==> config.mk <==
export PLATFORM = sky130hd
export DESIGN_NAME = nmcu_tile_scheduler
export DESIGN_NICKNAME = d
export VERILOG_FILES = /design/src/rtl/nmcu_pkg.sv /design/src/rtl/nmcu_addr_gen.sv /design/src/rtl/nmcu_tile_scheduler.sv
export SDC_FILE = /design/constraint.sdc
export NUM_CORES = 1
export LEC_CHECK = 0
export BUFFER_PORTS_ARGS = -buffer_cell sky130_fd_sc_hd__buf_2
export CAP_MARGIN = 40
export CORE_UTILIZATION = 64
export CTS_BUF_LIST = sky130_fd_sc_hd__clkbuf_4
export DETAILED_ROUTE_END_ITERATION = 12
export GPL_ROUTABILITY_DRIVEN = 0
export PLACE_DENSITY = 0.95
export SLEW_MARGIN = 0
export SYNTH_ARGS = -nofsm -noshare
export SYNTH_HDL_FRONTEND = slang
export SYNTH_SLANG_ARGS = --single-unit
==> constraint.sdc <==
create_clock -name clk -period 13.09 [get_ports clk]
set_input_delay 1.309 -clock clk [delete_from_list [all_inputs] [get_ports clk]]
set_output_delay 1.309 -clock clk [all_outputs]
set_load 0.03 [all_outputs]
==> src/rtl/nmcu_pkg.sv <==
// Shared types and constants for the nmcu tile scheduler and the nmcu datapath.
package nmcu_pkg;

  localparam int DIM_W = $clog2(15) + 1;

  typedef enum logic [2:0] {
    SCHED_IDLE      = 3'd0,
    SCHED_ISSUE     = 3'd1,
    SCHED_WAIT_DONE = 3'd2,
    SCHED_ADVANCE   = 3'd3,
    SCHED_FINISH    = 3'd4
  } sched_state_t;

  typedef enum logic [1:0] {
    LAYER_CONV   = 2'd0,
    LAYER_DWCONV = 2'd1,
    LAYER_POOL   = 2'd2,
    LAYER_FC     = 2'd3
  } layer_type_t;

endpackage

==> src/rtl/nmcu_addr_gen.sv <==
// Incremental cone address generator: walks output pixels row-major and keeps
// row/column accumulators for the cone input and output addresses.
module nmcu_addr_gen
  import nmcu_pkg::*;
#(
  parameter int ADDR_WIDTH = 16,
  parameter int DW         = DIM_W
) (
  input  logic                  clk,
  input  logic                  rst,
  input  logic                  init,
  input  logic                  step,
  input  logic [ADDR_WIDTH-1:0] in_base,
  input  logic [ADDR_WIDTH-1:0] out_base,
  input  logic [3:0]            stride,
  input  logic [DW-1:0]         in_w,
  input  logic [DW-1:0]         out_w,
  input  logic [DW-1:0]         out_h,
  output logic [ADDR_WIDTH-1:0] in_addr,
  output logic [ADDR_WIDTH-1:0] out_addr,
  output logic                  last
);

  logic [DW-1:0]         ox;
  logic [DW-1:0]         oy;
  logic [ADDR_WIDTH-1:0] row_in;
  logic [ADDR_WIDTH-1:0] col_in;
  logic [ADDR_WIDTH-1:0] row_out;
  logic [ADDR_WIDTH-1:0] col_out;
  logic [ADDR_WIDTH-1:0] row_step;
  logic [ADDR_WIDTH-1:0] next_row_in;
  logic [ADDR_WIDTH-1:0] next_row_out;

  // stride*in_w built as a 4-term shift-and-add; only valid once config is latched
  always_comb begin
    row_step = '0;
    for (int i = 0; i < 4; i++) begin
      if (stride[i]) begin
        row_step = row_step + (ADDR_WIDTH'(in_w) << i);
      end
    end
  end

  assign next_row_in  = row_in + row_step;
  assign next_row_out = row_out + ADDR_WIDTH'(out_w);
  assign in_addr      = col_in;
  assign out_addr     = col_out;
  assign last         = (ox == out_w - DW'(1)) && (oy == out_h - DW'(1));

  always_ff @(posedge clk or posedge rst) begin
    if (rst) begin
      ox      <= '0;
      oy      <= '0;
      row_in  <= '0;
      col_in  <= '0;
      row_out <= '0;
      col_out <= '0;
    end else if (init) begin
      ox      <= '0;
      oy      <= '0;
      row_in  <= in_base;
      col_in  <= in_base;
      row_out <= out_base;
      col_out <= out_base;
    end else if (step) begin
      if (ox < out_w - DW'(1)) begin
        ox      <= ox + DW'(1);
        col_in  <= col_in + ADDR_WIDTH'(stride);
        col_out <= col_out + ADDR_WIDTH'(1);
      end else if (oy < out_h - DW'(1)) begin
        ox      <= '0;
        oy      <= oy + DW'(1);
        row_in  <= next_row_in;
        col_in  <= next_row_in;
        row_out <= next_row_out;
        col_out <= next_row_out;
      end
    end
  end

endmodule

==> src/rtl/nmcu_tile_scheduler.sv <==
// Runs one nmcu once per output-pixel cone of a full feature map, issuing
// per-cone addresses and guarding each cone with a watchdog.
module nmcu_tile_scheduler
  import nmcu_pkg::*;
#(
  parameter int ADDR_WIDTH     = 16,
  parameter int MAX_INPUT_DIM  = 15,
  parameter int TIMEOUT_CYCLES = 65535,
  localparam int DW            = $clog2(MAX_INPUT_DIM) + 1
) (
  input  logic                  clk,
  input  logic                  rst,
  input  logic                  start,
  input  logic [ADDR_WIDTH-1:0] desc_addr,
  input  logic [ADDR_WIDTH-1:0] in_base,
  input  logic [ADDR_WIDTH-1:0] out_base,
  input  logic [DW-1:0]         full_in_w,
  input  logic [DW-1:0]         full_in_h,
  input  logic [DW-1:0]         full_out_w,
  input  logic [DW-1:0]         full_out_h,
  input  logic [3:0]            cone_stride,
  output logic                  busy,
  output logic                  done,
  output logic                  err,
  output logic [7:0]            tiles_done,
  output logic                  nmcu_start,
  input  logic                  nmcu_done,
  output logic [ADDR_WIDTH-1:0] nmcu_desc,
  output logic [ADDR_WIDTH-1:0] nmcu_input_addr,
  output logic [ADDR_WIDTH-1:0] nmcu_output_addr,
  output logic [DW-1:0]         nmcu_full_input_width,
  output logic [DW-1:0]         nmcu_full_input_height,
  output logic [DW-1:0]         nmcu_full_output_width,
  output logic [DW-1:0]         nmcu_full_output_height
);

  localparam logic [2:0] IDLE      = SCHED_IDLE;
  localparam logic [2:0] ISSUE     = SCHED_ISSUE;
  localparam logic [2:0] WAIT_DONE = SCHED_WAIT_DONE;
  localparam logic [2:0] ADVANCE   = SCHED_ADVANCE;
  localparam logic [2:0] FINISH    = SCHED_FINISH;

  localparam int WD_W = (TIMEOUT_CYCLES > 1) ? $clog2(TIMEOUT_CYCLES) : 1;
  localparam logic [WD_W-1:0] WD_LAST = WD_W'(TIMEOUT_CYCLES - 1);

  logic [2:0]            state;
  logic [WD_W-1:0]       wd_count;
  logic [3:0]            stride_q;
  logic                  gen_init;
  logic                  gen_step;
  logic                  gen_last;
  logic [ADDR_WIDTH-1:0] gen_in_addr;
  logic [ADDR_WIDTH-1:0] gen_out_addr;

  assign gen_init = (state == IDLE) && start;
  assign gen_step = (state == ADVANCE) && !gen_last;

  nmcu_addr_gen #(
    .ADDR_WIDTH (ADDR_WIDTH),
    .DW         (DW)
  ) u_addr_gen (
    .clk      (clk),
    .rst      (rst),
    .init     (gen_init),
    .step     (gen_step),
    .in_base  (in_base),
    .out_base (out_base),
    .stride   (stride_q),
    .in_w     (nmcu_full_input_width),
    .out_w    (nmcu_full_output_width),
    .out_h    (nmcu_full_output_height),
    .in_addr  (gen_in_addr),
    .out_addr (gen_out_addr),
    .last     (gen_last)
  );

  // Watchdog counts 0..TIMEOUT_CYCLES-1; the first WAIT_DONE cycle (count 0)
  // ignores nmcu_done because the nmcu needs a cycle to drop its old done.
  always_ff @(posedge clk or posedge rst) begin
    if (rst) begin
      state                   <= IDLE;
      wd_count                <= '0;
      stride_q                <= '0;
      busy                    <= 1'b0;
      done                    <= 1'b0;
      err                     <= 1'b0;
      tiles_done              <= '0;
      nmcu_start              <= 1'b0;
      nmcu_desc               <= '0;
      nmcu_input_addr         <= '0;
      nmcu_output_addr        <= '0;
      nmcu_full_input_width   <= '0;
      nmcu_full_input_height  <= '0;
      nmcu_full_output_width  <= '0;
      nmcu_full_output_height <= '0;
    end else begin
      nmcu_start <= 1'b0;
      done       <= 1'b0;
      case (state)
        IDLE: begin
          if (start) begin
            nmcu_desc               <= desc_addr;
            nmcu_full_input_width   <= full_in_w;
            nmcu_full_input_height  <= full_in_h;
            nmcu_full_output_width  <= full_out_w;
            nmcu_full_output_height <= full_out_h;
            stride_q                <= cone_stride;
            err                     <= 1'b0;
            tiles_done              <= '0;
            busy                    <= 1'b1;
            state <= ((full_out_w == '0) || (full_out_h == '0)) ? FINISH : ISSUE;
          end
        end
        ISSUE: begin
          nmcu_input_addr  <= gen_in_addr;
          nmcu_output_addr <= gen_out_addr;
          nmcu_start       <= 1'b1;
          wd_count         <= '0;
          state            <= WAIT_DONE;
        end
        WAIT_DONE: begin
          if ((wd_count != '0) && nmcu_done) begin
            if (tiles_done != 8'hFF) begin
              tiles_done <= tiles_done + 8'd1;
            end
            state <= ADVANCE;
          end else if (wd_count == WD_LAST) begin
            err   <= 1'b1;
            state <= FINISH;
          end else begin
            wd_count <= wd_count + WD_W'(1);
          end
        end
        ADVANCE: begin
          state <= gen_last ? FINISH : ISSUE;
        end
        FINISH: begin
          done  <= 1'b1;
          busy  <= 1'b0;
          state <= IDLE;
        end
        default: begin
          state <= IDLE;
        end
      endcase
    end
  end

endmodule

== After elaboration in Yosys (flattened, before gate mapping) ==
Cells that the tools add are included.

* Register bits: 177
* Input port bits: 76
* Output and inout bits: 80
* Logic and storage cells: 123

* Add/sub/neg operators: 13
* Order comparisons: 2
* Equal/unequal tests: 16
* Mux-type cells: 47
* Reduce and logical (&&, ||, !) cells: 24

{| class="wikitable"
|+ Operators by type and width
! operator !! number
|-
| 2-to-1 mux 16 bit || 19
|-
| 2-to-1 mux 5 bit || 9
|-
| adder 16 x 1 -> 16 bit (second input constant) || 2
|-
| one-hot mux 16 bit (2 select lines) || 1
|-
| 2-to-1 mux 8 bit || 3
|-
| adder 16 bit || 1
|-
| adder 16 x 4 -> 16 bit || 1
|-
| adder 16 x 5 -> 16 bit || 1
|-
| adder 16 x 6 -> 16 bit || 1
|-
| adder 16 x 7 -> 16 bit || 1
|-
| adder 16 x 8 -> 16 bit || 1
|-
| == test 16 bit (second input constant) || 1
|-
| one-hot mux 8 bit (2 select lines) || 1
|-
| nonzero test 16 bit || 1
|-
| 2-to-1 mux 3 bit || 5
|-
| != test 2 bit (second input constant) || 7
|-
| one-hot mux 3 bit (4 select lines) || 1
|-
| adder 5 x 1 -> 5 bit (second input constant) || 2
|-
| == test 5 bit || 2
|-
| zero test 5 bit || 2
|-
| less-than comparator 5 bit || 2
|-
| nonzero test 2 bit || 5
|-
| subtractor 5 x 1 -> 5 bit (second input constant) || 2
|-
| adder 8 x 1 -> 8 bit (second input constant) || 1
|-
| 15 further kinds || 30
|}

== Depth between registers and ports, before layout ==
* Word-level depth: 12
* Depth in mapped cells: 26
* Depth with buffers taken out: 25

== Hierarchy ==
A second synthesis with hierarchy kept.

* Cell total of the unflattened synthesis: 1239
* Area, all modules: 10806.6 µm²

{| class="wikitable"
|+ Modules (own cells, without submodules)
! module !! times used !! cells an instance !! area each (µm²) !! sequential area each (µm²)
|-
| nmcu_addr_gen || 1 || 738 || 6239.7 || 1851.8
|-
| nmcu_tile_scheduler || 1 || 501 || 4566.9 || 2577.5
|}

== Least setup slack after synthesis ==
OpenSTA, ideal clock, no wires.

* Path kind: reg2reg
* From: register nmcu_full_input_width[1]
* To: register u_addr_gen.col_in[15], in the netlist u_addr_gen.in_addr[15]
* Library setup time: 0.121 ns
* Data arrival time: 5.421 ns
* Data required time: 12.969 ns
* Slack: 7.548 ns
* Stages on the path, launching flop included: 23
* Path buffers: 1
* Period minus slack after synthesis: 5.542 ns
* Path through: dfrtp_1 and2_1 ha_1 inv_1 fa_1 xnor2_1 mux2_2 fa_1 mux2_2 ha_1 fa_1 a21o_1 a21oi_1 xnor2_1 mux2_2 ha_1 clkbuf_1 and4_1 nand2_1 a21oi_1 nor2_1 a311o_1 a22o_1

* Cells in the longest elaborated chain, start to end: 12

{| class="wikitable"
|+ RTL lines
! what !! RTL line !! text
|-
| start: declaration || nmcu_tile_scheduler.sv:31 || <nowiki>output logic [DW-1:0] nmcu_full_input_width,</nowiki>
|-
| start signal: assignment || nmcu_tile_scheduler.sv:103 || <nowiki>nmcu_full_input_width <= full_in_w;</nowiki>
|-
| 2-to-1 mux 5 bit || nmcu_addr_gen.sv:38 || <nowiki>if (stride[i]) begin</nowiki>
|-
| adder 16 x 6 -> 16 bit || nmcu_addr_gen.sv:39 || <nowiki>row_step = row_step + (ADDR_WIDTH'(in_w) << i);</nowiki>
|-
| 2-to-1 mux 16 bit || nmcu_addr_gen.sv:38 ||
|-
| adder 16 x 7 -> 16 bit || nmcu_addr_gen.sv:39 ||
|-
| 2-to-1 mux 16 bit || nmcu_addr_gen.sv:38 ||
|-
| adder 16 x 8 -> 16 bit || nmcu_addr_gen.sv:39 ||
|-
| 2-to-1 mux 16 bit * || nmcu_addr_gen.sv:38 ||
|-
| adder 16 bit * || nmcu_addr_gen.sv:44 || <nowiki>assign next_row_in = row_in + row_step;</nowiki>
|-
| 2-to-1 mux 16 bit * || nmcu_addr_gen.sv:70 || <nowiki>end else if (oy < out_h - DW'(1)) begin</nowiki>
|-
| 2-to-1 mux 16 bit * || nmcu_addr_gen.sv:66 || <nowiki>if (ox < out_w - DW'(1)) begin</nowiki>
|-
| 2-to-1 mux 16 bit * || nmcu_addr_gen.sv:65 || <nowiki>end else if (step) begin</nowiki>
|-
| 2-to-1 mux 16 bit * || nmcu_addr_gen.sv:58 || <nowiki>end else if (init) begin</nowiki>
|-
| end signal: assignment || nmcu_addr_gen.sv:62 || <nowiki>col_in <= in_base;</nowiki>
|-
| end signal: assignment || nmcu_addr_gen.sv:68 || <nowiki>col_in <= col_in + ADDR_WIDTH'(stride);</nowiki>
|-
| end signal: assignment || nmcu_addr_gen.sv:74 || <nowiki>col_in <= next_row_in;</nowiki>
|-
| end: declaration || nmcu_addr_gen.sv:27 || <nowiki>logic [ADDR_WIDTH-1:0] col_in;</nowiki>
|}

Mark *: on every way between the ends. The rest lies on a longest branch, timed or not. The select of a mux whose other input is x is not followed.
A chain may end at the register's enable or synchronous reset.

== Worst setup path after layout ==
* From: register nmcu_full_input_width[1]
* To: register u_addr_gen.col_in[12], in the netlist u_addr_gen.in_addr[12]

The elaborated chain is that of the path after synthesis.

==> results.py <==
metrics = {
    "status": {
        "outcome": "finished clean",
    },
    "clock_network": {
        "cts_buffers": 17,
        "clock-sinks": 177,
        "ctsResizeCount": 0,
        "tritoncts": "built",
        "clk_latency_ns": 0.59,
        "clk_path_buf_depth": 2,
        "cts-root-buf": "clkbuf_4",
        "path_clk_slew_ns": 0.15,
        "post-cts-setup-buffer-count": 0,
        "htreeDepth": 4,
        "hold_buffers": 0,
    },
    "sta": {
        "setup_tns_ns": 0,
        "slew_viol_final": 0,
        "period_minus_slack_ns": 5.86,
        "slew_headroom": 0.335,
        "fmax_mhz": 171,
        "skew_ns": 0.0192,
        "worst_pin_slew_ns": 0.996,
        "finalCritPeriodShare": 0.448,
        "rsz0062_at_grt": "no",
        "hold_viol_final": 0,
        "finalSetupViolations": 0,
    },
    "routing": {
        "viasPerCell": 6.27,
        "drc_errors": 0,
        "via_count": 9247,
        "dr.pass1.iters": 6,
        "wirelength_um": 26500,
        "ant_nets": 0,
        "drt_iter0_drc": 983,
        "wl_per_cell_um": 18.0,
    },
    "layout": {
        "fin_cells": 1474,
        "final_nets": 1383,
        "drive_gt1_frac": 0.200,
        "synthToLayoutAreaGrowth_pct": 12.7,
        "fin_area_sq_mm": 0.0115,
        "antenna_cells": 0,
    },
    "grt": {
        "antenna_found_initial": 0,
        "grt_pass1_wl_um": 43500,
        "grt_pass1_vias": 8931,
        "overflow": 0,
        "grt_max_degree": 78,
        "grt_usage": 0.339,
    },
    "hold_path": {
        "worstHoldPathType": "reg2reg",
    },
    "critical_path": {
        "cp_max_fo": 8,
        "cpMaxStageDelayCell": "dfrtp_1",
        "critPathKind": "reg2reg",
        "start_kind": "flop",
        "cp_top_family": "adder cells",
        "crit_buf_inv": 1,
        "arrival_ns": 6.28,
        "crit_chain": "and2_1 -> ha_1 -> inv_1 -> fa_1 -> xnor2_1 -> mux2_2 -> fa_1 -> mux2_2 -> ha_1 -> fa_1 -> a21o_1 -> a21oi_1 -> xnor2_1 -> mux2_2 -> ha_1 -> a211oi_1 -> o22ai_1 -> o21ba_2 -> nor2_1 -> xor2_1 -> o21ai_0 -> a31oi_1",
        "required_ns": 13.51,
        "worstSetupEndpointType": "flop",
        "max_stage_delay_ns": 0.58,
    },
    "floorplanning": {
        "core_area_sq_mm": 0.0154,
        "core.rowCount": 45,
        "die_h_um": 128,
        "start_util": 0.664,
        "dieArea_sq_mm": 0.0165,
        "die_width_um": 128,
        "boundaryPins": 156,
    },
    "synthesis": {
        "yosys_warnings": 0,
        "synthArstFlopShare": 1.00,
        "synth_ff_type": "dfrtp_1",
        "ys_seq_area_frac": 0.434,
        "synth_seq_cells": 177,
        "synth_edf_count": 0,
        "synth_fp_nets": 1246,
        "yosys.cell_types.count": 63,
        "yosysTopAreaCell": "dfrtp_1",
        "netlist_area_sq_mm": 0.0102,
        "syn_area_per_cell_sq_um": 9.17,
        "synth_cells": 1113,
        "yosys-top-cells-area": "dfrtp_1 (43%), nand2_1 (7.6%), ha_1 (6.3%), mux2_2 (5.0%), xnor2_1 (4.4%)",
        "synth_top_area_share": 0.434,
    },
    "pwr": {
        "intPower_mw": 1.68,
        "peakVddDrop_uv": 162,
        "comb_power_share": 0.606,
        "power_density_mw_per_mm2": 295,
        "p_clk_frac": 0.094,
        "sequentialPowerShare": 0.300,
        "p_sw_frac": 0.506,
        "p_leak_nw": 5.46,
        "power.switching_mw": 1.72,
    },
    "place": {
        "place_inst": 1442,
        "io_buffers": 155,
        "dp_hpwl_um": 18800,
        "place_area_sq_mm": 0.0112,
    },
    "run": {
        "max-cap-violations": 0,
    },
}
power by group through the flow:
stage | Combinational [mW] | Clock, mW | Sequential (mW)
final | 2.05 | 0.318 | 1.02
after global routing | 2.23 | 0.344 | 1.05
after CTS | 2.02 | 0.321 | 1.01
after detailed placement | 1.99 | 0 | 1.02
after global placement | 1.88 | 0 | 1.00
after floorplan | 1.30 | 0 | 1.16
sequential cells by signal, summed over array words and instances (netlist names), 3 cells and up:
name / count
nmcu_desc: 16
nmcu_full_input_height: 5
nmcu_full_input_width: 5
nmcu_full_output_height: 5
nmcu_full_output_width: 5
nmcu_input_addr: 16
nmcu_output_addr: 16
state: 3
stride_q: 4
tiles_done: 8
u_addr_gen.in_addr: 16
u_addr_gen.out_addr: 16
u_addr_gen.ox: 5
u_addr_gen.oy: 5
u_addr_gen.row_in: 16
u_addr_gen.row_out: 16
wd_count: 16
kinds of logic (layout without fill, tap and decap cells):
group	after synthesis	in the layout	share of synthesized area
buffers and inverters	72	222	0.0272
adder cells (fa/ha/maj)	57	57	0.0743
flip-flops	177	177	0.434
multiplexers	50	50	0.0546
AND/OR/NAND/NOR	435	435	0.192
AO/OA/AOI/OAI	224	224	0.134
XOR/XNOR	98	98	0.0841
tightest hold or removal path, delay by kind of cell (launching register included):
kind / cells / cell delay [ns]
simple gates: 2 / 0.10
flops: 1 / 0.37
cells in the final DEF (no fill, tap or decap), drive strengths merged, types with 3 or more instances in the layout:
cell,synthesis,routed
a211oi,10,10
a21o,16,16
a21oi,61,61
a31oi,24,24
and2,9,9
and3,12,12
and4,5,5
buf,17,167
clkbuf,32,18
clkinv,0,5
dfrtp,177,177
fa,6,6
ha,51,51
inv,23,29
mux2,45,45
mux2i,5,5
nand2,207,207
nand2b,7,7
nand3,26,26
nand3b,3,3
nand4,20,20
nor2,94,94
nor2b,6,6
nor3,22,22
nor3b,4,4
nor4,5,5
o211ai,4,4
o21a,7,7
o21ai,69,69
o22ai,3,3
o31ai,5,5
or3,9,9
xnor2,51,51
xor2,47,47
routing by layer:
layer  up-vias  part of all wire  global-route usage
met3       132             0.092              0.0680
met5         -                 0                   0
met2       599              0.48               0.556
met4         0             0.040               0.149
li1       4142                 -                   -
met1      4374              0.39               0.436
layout make-up:
class / count / area, sq um
clock buffer: 18 / 135
tap: 211 / 264
sequential: 177 / 4430
fill: 1025 / 3870
inverter: 23 / 91.3
multi-input combinational: 864 / 5510
clock inverter: 14 / 153
timing repair buffer: 167 / 913
final timing paths:
| path | start | to | slack, ns | cells after the start |
|---|---|---|---|---|
| worst max-delay path | nmcu_full_input_width[1] | u_addr_gen.in_addr[12] | 7.23 | 22 |
| worst min-delay path | nmcu_full_input_height[4] | nmcu_full_input_height[4] | 0.49 | 2 |
| worst max register to register | nmcu_full_input_width[1] | u_addr_gen.in_addr[12] | 7.23 | 22 |
| worst min register to register | nmcu_full_input_height[4] | nmcu_full_input_height[4] | 0.49 | 2 |
| max in group asynchronous | rst | u_addr_gen.out_addr[12] | 10.82 | 4 |
| min in group asynchronous | rst | nmcu_input_addr[2] | 0.75 | 2 |
synth_stat cells (4+ instances only):
library cell  number
o21ai_1            4
dfrtp_1          177
o31ai_1            5
nor3b_1            4
nand4_1           20
fa_1               6
nor2_1            93
a31oi_1           24
buf_2              6
nor3_1            21
inv_1             23
ha_1              51
and2_1             9
mux2i_1            5
o211ai_1           4
xor2_1            47
nor4_1             5
a211oi_1          10
clkbuf_1          32
or3_1              9
a21oi_1           61
o21ai_0           65
nand3_1           26
xnor2_1           51
and4_1             5
nand2_1          207
a21o_1            16
nand2b_1           7
buf_1             11
nor2b_1            6
o21a_1             7
mux2_2            45
and3_1            12
metrics by stage:
| step | total power, mW | utilization | hold WS (ns) | setup slack [ns] |
|---|---|---|---|---|
| detailed placement | 3.00 | 0.729 | 0.460 | 7.33 |
| global route | 3.62 | 0.748 | 0.523 | 6.81 |
| CTS | 3.34 | 0.748 | 0.496 | 7.26 |
| floorplan | 2.46 | - | 0.470 | 6.98 |
| finish | 3.39 | 0.748 | 0.494 | 7.23 |
| global placement | 2.88 | 0.725 | 0.454 | 7.65 |
No activity file was read; power rests on OpenSTA's default activity.
